## src/rtl/mem_axi_arbiter.sv

```systemverilog
// ----------------------------------------------------------------------------
// mem_axi_arbiter
//
// Two-master to one-slave AXI4 arbiter in front of the PS DDR port.
//   * AR and AW are arbitrated independently. Each channel has a two-state
//     IDLE/GRANT FSM with a round-robin pointer. A grant costs one cycle, so
//     each channel completes at most one handshake every two cycles.
//   * Every AW handshake pushes the granted master index into a small
//     write-order queue. The W channel follows the queue head and pops it
//     when the beat with last=1 is accepted.
//   * R and B are routed back combinationally by id bit 5.
//   * Slave address is {ADDR_BASE, addr[27:0]}. Slave id is
//     {master_index, id[4:0]}.
//
// Ports
//   clk, reset                   clock, synchronous active-high reset
//   m{0,1}_ar_* / m{0,1}_aw_*    master read/write address channels (in)
//   m{0,1}_w_*                   master write data channels (in)
//   m{0,1}_r_* / m{0,1}_b_*      master read data / write response (out)
//   s_ar_*, s_aw_*, s_w_*        slave request channels (out)
//   s_r_*, s_b_*                 slave response channels (in)
// ----------------------------------------------------------------------------
module mem_axi_arbiter #(
    parameter logic [3:0] ADDR_BASE = 4'd1,
    parameter int         WQ_DEPTH  = 4
) (
    input  logic        clk,
    input  logic        reset,

    input  logic        m0_ar_valid,
    output logic        m0_ar_ready,
    input  logic [31:0] m0_ar_addr,
    input  logic [4:0]  m0_ar_id,
    input  logic [7:0]  m0_ar_len,
    input  logic [2:0]  m0_ar_size,
    input  logic [1:0]  m0_ar_burst,
    input  logic        m1_ar_valid,
    output logic        m1_ar_ready,
    input  logic [31:0] m1_ar_addr,
    input  logic [4:0]  m1_ar_id,
    input  logic [7:0]  m1_ar_len,
    input  logic [2:0]  m1_ar_size,
    input  logic [1:0]  m1_ar_burst,

    input  logic        m0_aw_valid,
    output logic        m0_aw_ready,
    input  logic [31:0] m0_aw_addr,
    input  logic [4:0]  m0_aw_id,
    input  logic [7:0]  m0_aw_len,
    input  logic [2:0]  m0_aw_size,
    input  logic [1:0]  m0_aw_burst,
    input  logic        m1_aw_valid,
    output logic        m1_aw_ready,
    input  logic [31:0] m1_aw_addr,
    input  logic [4:0]  m1_aw_id,
    input  logic [7:0]  m1_aw_len,
    input  logic [2:0]  m1_aw_size,
    input  logic [1:0]  m1_aw_burst,

    input  logic        m0_w_valid,
    output logic        m0_w_ready,
    input  logic [63:0] m0_w_data,
    input  logic [7:0]  m0_w_strb,
    input  logic        m0_w_last,
    input  logic        m1_w_valid,
    output logic        m1_w_ready,
    input  logic [63:0] m1_w_data,
    input  logic [7:0]  m1_w_strb,
    input  logic        m1_w_last,

    output logic        m0_r_valid,
    input  logic        m0_r_ready,
    output logic [4:0]  m0_r_id,
    output logic [63:0] m0_r_data,
    output logic [1:0]  m0_r_resp,
    output logic        m0_r_last,
    output logic        m1_r_valid,
    input  logic        m1_r_ready,
    output logic [4:0]  m1_r_id,
    output logic [63:0] m1_r_data,
    output logic [1:0]  m1_r_resp,
    output logic        m1_r_last,

    output logic        m0_b_valid,
    input  logic        m0_b_ready,
    output logic [4:0]  m0_b_id,
    output logic [1:0]  m0_b_resp,
    output logic        m1_b_valid,
    input  logic        m1_b_ready,
    output logic [4:0]  m1_b_id,
    output logic [1:0]  m1_b_resp,

    output logic        s_ar_valid,
    input  logic        s_ar_ready,
    output logic [31:0] s_ar_addr,
    output logic [5:0]  s_ar_id,
    output logic [7:0]  s_ar_len,
    output logic [2:0]  s_ar_size,
    output logic [1:0]  s_ar_burst,

    output logic        s_aw_valid,
    input  logic        s_aw_ready,
    output logic [31:0] s_aw_addr,
    output logic [5:0]  s_aw_id,
    output logic [7:0]  s_aw_len,
    output logic [2:0]  s_aw_size,
    output logic [1:0]  s_aw_burst,

    output logic        s_w_valid,
    input  logic        s_w_ready,
    output logic [63:0] s_w_data,
    output logic [7:0]  s_w_strb,
    output logic        s_w_last,

    input  logic        s_r_valid,
    output logic        s_r_ready,
    input  logic [5:0]  s_r_id,
    input  logic [63:0] s_r_data,
    input  logic [1:0]  s_r_resp,
    input  logic        s_r_last,

    input  logic        s_b_valid,
    output logic        s_b_ready,
    input  logic [5:0]  s_b_id,
    input  logic [1:0]  s_b_resp
);

    localparam int PTR_W = (WQ_DEPTH > 2) ? $clog2(WQ_DEPTH) : 1;
    localparam int CNT_W = $clog2(WQ_DEPTH + 1);

    typedef enum logic {ST_IDLE, ST_GRANT} ch_state_e;

    // Round-robin pick. With both masters requesting, ptr names the winner.
    // With one request, that master wins regardless of ptr.
    function automatic logic rr_pick(input logic v0, input logic v1, input logic ptr);
        if (v0 && v1) return ptr;
        return v1;
    endfunction

    // ------------------------------------------------------------------
    // State
    // ------------------------------------------------------------------
    ch_state_e            ar_state_q, ar_state_d;
    logic                 ar_gnt_q,   ar_gnt_d;
    logic                 ar_ptr_q,   ar_ptr_d;
    ch_state_e            aw_state_q, aw_state_d;
    logic                 aw_gnt_q,   aw_gnt_d;
    logic                 aw_ptr_q,   aw_ptr_d;

    logic [WQ_DEPTH-1:0]  wq_mem_q,   wq_mem_d;
    logic [PTR_W-1:0]     wq_wr_q,    wq_wr_d;
    logic [PTR_W-1:0]     wq_rd_q,    wq_rd_d;
    logic [CNT_W-1:0]     wq_cnt_q,   wq_cnt_d;

    logic ar_hs, aw_hs, w_hs;
    logic wq_empty, wq_room, wq_head;
    logic wq_push, wq_pop;

    // ------------------------------------------------------------------
    // AR channel
    // ------------------------------------------------------------------
    assign s_ar_valid  = (ar_state_q == ST_GRANT) && (ar_gnt_q ? m1_ar_valid : m0_ar_valid);
    assign m0_ar_ready = (ar_state_q == ST_GRANT) && !ar_gnt_q && s_ar_ready;
    assign m1_ar_ready = (ar_state_q == ST_GRANT) &&  ar_gnt_q && s_ar_ready;
    assign ar_hs       = s_ar_valid && s_ar_ready;

    assign s_ar_addr  = {ADDR_BASE, ar_gnt_q ? m1_ar_addr[27:0] : m0_ar_addr[27:0]};
    assign s_ar_id    = {ar_gnt_q, ar_gnt_q ? m1_ar_id : m0_ar_id};
    assign s_ar_len   = ar_gnt_q ? m1_ar_len   : m0_ar_len;
    assign s_ar_size  = ar_gnt_q ? m1_ar_size  : m0_ar_size;
    assign s_ar_burst = ar_gnt_q ? m1_ar_burst : m0_ar_burst;

    // NOTE: every variable gets a default at the top of a combinational
    // block. Without it, a path that skips an assignment infers a latch.
    always_comb begin
        ar_state_d = ar_state_q;
        ar_gnt_d   = ar_gnt_q;
        ar_ptr_d   = ar_ptr_q;
        case (ar_state_q)
            ST_IDLE: begin
                if (m0_ar_valid || m1_ar_valid) begin
                    ar_gnt_d   = rr_pick(m0_ar_valid, m1_ar_valid, ar_ptr_q);
                    ar_state_d = ST_GRANT;
                end
            end
            ST_GRANT: begin
                if (ar_hs) begin
                    ar_state_d = ST_IDLE;
                    ar_ptr_d   = !ar_gnt_q;
                end
            end
            default: ar_state_d = ST_IDLE;
        endcase
    end

    // ------------------------------------------------------------------
    // AW channel. A grant also needs room in the write-order queue.
    // ------------------------------------------------------------------
    assign s_aw_valid  = (aw_state_q == ST_GRANT) && (aw_gnt_q ? m1_aw_valid : m0_aw_valid);
    assign m0_aw_ready = (aw_state_q == ST_GRANT) && !aw_gnt_q && s_aw_ready;
    assign m1_aw_ready = (aw_state_q == ST_GRANT) &&  aw_gnt_q && s_aw_ready;
    assign aw_hs       = s_aw_valid && s_aw_ready;

    assign s_aw_addr  = {ADDR_BASE, aw_gnt_q ? m1_aw_addr[27:0] : m0_aw_addr[27:0]};
    assign s_aw_id    = {aw_gnt_q, aw_gnt_q ? m1_aw_id : m0_aw_id};
    assign s_aw_len   = aw_gnt_q ? m1_aw_len   : m0_aw_len;
    assign s_aw_size  = aw_gnt_q ? m1_aw_size  : m0_aw_size;
    assign s_aw_burst = aw_gnt_q ? m1_aw_burst : m0_aw_burst;

    always_comb begin
        aw_state_d = aw_state_q;
        aw_gnt_d   = aw_gnt_q;
        aw_ptr_d   = aw_ptr_q;
        case (aw_state_q)
            ST_IDLE: begin
                if ((m0_aw_valid || m1_aw_valid) && wq_room) begin
                    aw_gnt_d   = rr_pick(m0_aw_valid, m1_aw_valid, aw_ptr_q);
                    aw_state_d = ST_GRANT;
                end
            end
            ST_GRANT: begin
                if (aw_hs) begin
                    aw_state_d = ST_IDLE;
                    aw_ptr_d   = !aw_gnt_q;
                end
            end
            default: aw_state_d = ST_IDLE;
        endcase
    end

    // ------------------------------------------------------------------
    // Write-order queue and W steering
    // ------------------------------------------------------------------
    assign wq_empty = (wq_cnt_q == '0);
    assign wq_room  = (wq_cnt_q < CNT_W'(WQ_DEPTH));
    assign wq_head  = wq_mem_q[wq_rd_q];

    assign s_w_valid  = !wq_empty && (wq_head ? m1_w_valid : m0_w_valid);
    assign m0_w_ready = !wq_empty && !wq_head && s_w_ready;
    assign m1_w_ready = !wq_empty &&  wq_head && s_w_ready;
    assign s_w_data   = wq_head ? m1_w_data : m0_w_data;
    assign s_w_strb   = wq_head ? m1_w_strb : m0_w_strb;
    assign s_w_last   = wq_head ? m1_w_last : m0_w_last;
    assign w_hs       = s_w_valid && s_w_ready;

    assign wq_push = aw_hs;
    assign wq_pop  = w_hs && s_w_last;

    always_comb begin
        wq_mem_d = wq_mem_q;
        wq_wr_d  = wq_wr_q;
        wq_rd_d  = wq_rd_q;
        wq_cnt_d = wq_cnt_q;
        if (wq_push) begin
            wq_mem_d[wq_wr_q] = aw_gnt_q;
            wq_wr_d           = wq_wr_q + 1'b1;
        end
        if (wq_pop) begin
            wq_rd_d = wq_rd_q + 1'b1;
        end
        case ({wq_push, wq_pop})
            2'b10:   wq_cnt_d = wq_cnt_q + 1'b1;
            2'b01:   wq_cnt_d = wq_cnt_q - 1'b1;
            default: wq_cnt_d = wq_cnt_q;
        endcase
    end

    // ------------------------------------------------------------------
    // R / B return routing (purely combinational)
    // ------------------------------------------------------------------
    assign m0_r_valid = s_r_valid && !s_r_id[5];
    assign m1_r_valid = s_r_valid &&  s_r_id[5];
    assign m0_r_id    = s_r_id[4:0];
    assign m1_r_id    = s_r_id[4:0];
    assign m0_r_data  = s_r_data;
    assign m1_r_data  = s_r_data;
    assign m0_r_resp  = s_r_resp;
    assign m1_r_resp  = s_r_resp;
    assign m0_r_last  = s_r_last;
    assign m1_r_last  = s_r_last;
    assign s_r_ready  = s_r_id[5] ? m1_r_ready : m0_r_ready;

    assign m0_b_valid = s_b_valid && !s_b_id[5];
    assign m1_b_valid = s_b_valid &&  s_b_id[5];
    assign m0_b_id    = s_b_id[4:0];
    assign m1_b_id    = s_b_id[4:0];
    assign m0_b_resp  = s_b_resp;
    assign m1_b_resp  = s_b_resp;
    assign s_b_ready  = s_b_id[5] ? m1_b_ready : m0_b_ready;

    // The upper address nibble is replaced by ADDR_BASE.
    logic unused_addr_bits;
    assign unused_addr_bits = ^{m0_ar_addr[31:28], m1_ar_addr[31:28],
                                m0_aw_addr[31:28], m1_aw_addr[31:28]};

    // ------------------------------------------------------------------
    // Registers
    // ------------------------------------------------------------------
    // NOTE: sequential state uses non-blocking assignments only, so every
    // flop samples the values from before the clock edge.
    always_ff @(posedge clk) begin
        if (reset) begin
            ar_state_q <= ST_IDLE;
            ar_gnt_q   <= 1'b0;
            ar_ptr_q   <= 1'b0;
            aw_state_q <= ST_IDLE;
            aw_gnt_q   <= 1'b0;
            aw_ptr_q   <= 1'b0;
            wq_wr_q    <= '0;
            wq_rd_q    <= '0;
            wq_cnt_q   <= '0;
        end else begin
            ar_state_q <= ar_state_d;
            ar_gnt_q   <= ar_gnt_d;
            ar_ptr_q   <= ar_ptr_d;
            aw_state_q <= aw_state_d;
            aw_gnt_q   <= aw_gnt_d;
            aw_ptr_q   <= aw_ptr_d;
            wq_wr_q    <= wq_wr_d;
            wq_rd_q    <= wq_rd_d;
            wq_cnt_q   <= wq_cnt_d;
        end
    end

    // NOTE: queue storage is not reset. An entry is only read while the
    // count says it is valid, so clearing the count and pointers is enough.
    always_ff @(posedge clk) begin
        wq_mem_q <= wq_mem_d;
    end

endmodule
```

## config.mk

```make
export PLATFORM = sky130hd
export DESIGN_NAME = mem_axi_arbiter
export DESIGN_NICKNAME = d
export VERILOG_FILES = /design/src/rtl/mem_axi_arbiter.sv
export SDC_FILE = /design/constraint.sdc
export NUM_CORES = 1
export LEC_CHECK = 0
export CELL_PAD_IN_SITES_DETAIL_PLACEMENT = 2
export CELL_PAD_IN_SITES_GLOBAL_PLACEMENT = 2
export CORE_AREA = 10 10 298 300
export DETAILED_ROUTE_END_ITERATION = 8
export DIE_AREA = 0 0 308 310
export GPL_TIMING_DRIVEN = 1
export PLACE_DENSITY = 0.65
export SLEW_MARGIN = 10
export SYNTH_ARGS = -nofsm -noshare
export SYNTH_HDL_FRONTEND = slang
export SYNTH_SLANG_ARGS = --single-unit
export TNS_END_PERCENT = 10
```

## constraint.sdc

```tcl
create_clock -name clk -period 2.8 [get_ports clk]
set_clock_uncertainty 0.1 [all_clocks]
set_input_delay 0.56 -clock clk [delete_from_list [all_inputs] [get_ports clk]]
set_output_delay 0.56 -clock clk [all_outputs]
set_load 0.01 [all_outputs]
```

==> summary.md <==
| Metric | Value |
|---|---|
| WP data arrival | 2310 ps |
| Gr ovfl total | 0 |
| Antenna Nets Post-Route | 0 |
| Top cell type's share of synthesized area | 40.2% |
| Worst skew pair latency | 250 ps |
| Die height | 310 um |
| Worst path depth | 7 |
| Sequential-to-total area share from yosys stat | 8.88% |
| Final slew viol count | 0 |
| Clock power share | 13.9% |
| Max-Cap Viols | 0 |
| H-tree depth | 1 |
| Finished Cell Area | 10100 um2 |
| Slew headroom | 63.5% |
| # setup viols final | 67 |
| Hold-fix buffers, CTS | 0 |
| Routed vias/inst | 2.62 |
| Dpl cell area | 9850 um2 |
| Drt pass-1 iters | 4 |
| Post-synthesis register bit count | 17 |
| Mapped Cells | 468 |
| CTS root buf | clkbuf_16 |
| Total net switching power | 0.641 mW |
| Final Util | 12.2% |
| Critical Path Start Type | register |
| Fin cells | 1939 |
| Unrepaired setup endpoints after global routing | true |
| Largest net degree at the start of global routing | 53 |
| Gate power share | 72.9% |
| Total number of vias | 5080 |
| Boundary pin count | 792 |
| Synthesized cell area | 4280 um2 |
| Final wirelength | 38.2 mm |
| Share of cells above drive strength 1 | 35.2% |
| Hold Path Class | register to register |
| CP Capture Type | primary output |
| Cell-internal power | 1.45 mW |
| Crit path largest cell delay | 640 ps |
| Vias in the first global route | 6059 |
| Reg2reg path depth | 12 |
| Crit-path max FO | 13 |
| P per Cell Area | 206 nW/um2 |
| Worst hold stages | 2 |
| Nets | 1309 |
| Core box area | 82900 um2 |
| Hold Fails Final Rpt | 0 |
| WHS | 386 ps |
| First-pass GRT wire length | 49.7 mm |
| Die area | 95500 um2 |
| Layout area overhead | 136% |
| CTS tree | done |
| Status | complete, but fails checks |
| Worst-path cell chain | mux4_4, buf_12, buf_4, buf_12, buf_4, mux2_4, buf_2 |
| DPL Wire Length | 33.7 mm |
| Failing checks | setup timing |
| Port Buffers | 530 |
| Drt wl/cell | 19.7 um |
| Count of buffer and inverter cells on the critical path | 5 |
| CTS max path bufs | 2 |
| Leading post-synthesis cells by cell area | mux2_2 (40%), buf_4 (29%), dfxtp_1 (6.1%) |
| CTS sink cnt | 17 |
| Sequential power share | 13.2% |
| DRC viols | 0 |
| GR Util All Layers | 7.37% |
| FMAX | 0.336 GHz |
| Initial Util | 5.17% |
| Kind of critical path | register to primary output |
| Worst-Margin Slew | 543 ps |
| Crit path max-delay family | multiplexers |
| Worst EP required | 2140 ps |
| Initial antenna violation count | 15 |
| Cell variety after synth | 32 |
| Die Span X | 308 um |
| Fin crit share | 106% |
| Switching Share | 30.7% |
| Maximum vdd drop | 210 uV |
| Detailed Route Iter0 Violations | 96 |
| CTS clk-pin slew, worst paths | 60 ps |
| Leakage | 3.59 nW |
| Row Count | 106 |
| Placed insts | 1916 |
| Critical Path Slowest Stage Cell | mux4_4 |
| Area leader, netlist | mux2_2 |
| Minimum clock period | 2970 ps |
| Worst setup margin | -172 ps |
| RD Place Congestion | 0.787 |
| CTS buffer count | 3 |
| Yosys warnings | 0 |
| Avg Cell Area, Syn | 9.15 um2 |
==> layout make-up <==
cell class,count,area (um2)
repair buffers,570,5700
multi-input cells,259,2580
fillers,9667,72800
inverters,8,30.0
clock inverters,1,5.00
diodes,1,2.50
well taps,1080,1350
flip-flops and latches,17,384
clock buffers,3,75.1
==> through the flow <==
stage	power [mW]	worst slack (ps)	setup TNS, ps
after floorplan	0.969	12.5	0
after global placement	1.78	-183	-3900
after detailed placement	1.80	-235	-6350
after CTS	2.10	-305	-1900
after global routing	2.21	-277	-11530
final	2.09	-172	-5930
==> final timing paths <==
check / from / endpoint / slack [ps]
max reg2reg: wq_mem_q[2]$_DFFE_PP_ / wq_cnt_q[2]$_SDFFE_PP0P_ / -150
max: wq_mem_q[2]$_DFFE_PP_ / s_w_data[50] / -170
min: aw_ptr_q$_SDFFE_PP0P_ / aw_ptr_q$_SDFFE_PP0P_ / 390
min reg2reg: aw_ptr_q$_SDFFE_PP0P_ / aw_ptr_q$_SDFFE_PP0P_ / 390
==> cells in the final DEF (no fill, tap or decap), types with 4 or more instances in the layout <==
cell type,count
buf_6,21
inv_1,7
clkbuf_16,4
a21oi_1,6
o21ai_0,4
nand2_1,6
mux2_2,150
nor2b_1,5
clkdlybuf4s15_2,7
nor2_1,18
buf_2,35
dfxtp_1,10
mux2i_1,6
and2_1,6
conb_1,8
edfxtp_1,4
ha_1,4
clkdlybuf4s50_1,453
buf_12,14
buf_4,30
mux2_4,18
==> power groups by stage <==
| stage | Combinational [mW] | Clock [mW] | Sequential (mW) |
|---|---|---|---|
| 6_report | 1.52 | 0.290 | 0.276 |
| 3_3_place_gp | 1.50 | 0 | 0.279 |
| 3_5_place_dp | 1.52 | 0 | 0.281 |
| 5_1_grt | 1.62 | 0.313 | 0.278 |
| 4_1_cts | 1.53 | 0.303 | 0.276 |
| 2_1_floorplan | 0.695 | 0 | 0.274 |
==> cells by family after synthesis <==
group,synth area share (%)
xor+xnor,0.614
flops,8.88
mux,47.7
simple gates,5.64
compound gates,2.16
fa+ha+maj,1.93
other cells,0.175
buf+inv,32.9
==> what timing repair did <==
action                                  4_1_cts  5_1_grt
setup buffers                                 3       12
cloned                                        3        1
gates resized for setup                     270       38
pin swaps                                     3        3
endpoints found under the setup margin       75       78
==> Yosys cell counts <==
cell        n
nand2b_1    2
mux4_2      1
and3_1      3
buf_2       5
xnor2_1     1
or3_1       1
conb_1      2
nand2_1     6
buf_4     168
and2_1      7
nor2b_1     5
edfxtp_1    4
a31oi_1     2
fa_1        1
mux2i_1     7
mux2_2    153
a21oi_1     7
clkbuf_1   13
o32ai_1     1
ha_1        5
mux2_4     15
o21ai_0     4
nand3b_1    1
dfxtp_1    13
xor2_1      2
a32oi_1     1
buf_6       4
inv_1       8
nand3_1     1
nor3_1      3
nor2_1     21
o211ai_1    1
==> state kept, by name, indices dropped and copies added (netlist names) <==
| name | flops |
|---|---|
| wq_mem_q | 4 |
| wq_cnt_q | 3 |
| wq_rd_q | 2 |
| wq_wr_q | 2 |
| ar_gnt_q | 1 |
| ar_ptr_q | 1 |
| ar_state_q | 1 |
| aw_gnt_q | 1 |
| aw_ptr_q | 1 |
| aw_state_q | 1 |
==> per-layer routing <==
metal / global-route usage, % / wire [um] / up-vias
met2: 13.8 / 19200 / 494
met4: 1.03 / 760 / 12
li1: - / - / 2205
met1: 6.92 / 12800 / 2300
met3: 4.36 / 5370 / 69
met5: 0.465 / 132 / -
==> worst reg2reg max path: stages (launching register included) <==
cell and delay [ps]:
edfxtp_1 390, mux4_4 640, buf_12 160, buf_6 110, nor2_4 90, a31oi_2 50, nor2_4 160, ha_4 160
inv_2 40, fa_2 340, xor2_1 170, or3_1 330, a21oi_2 130
Power figures use the tool's default switching activity.
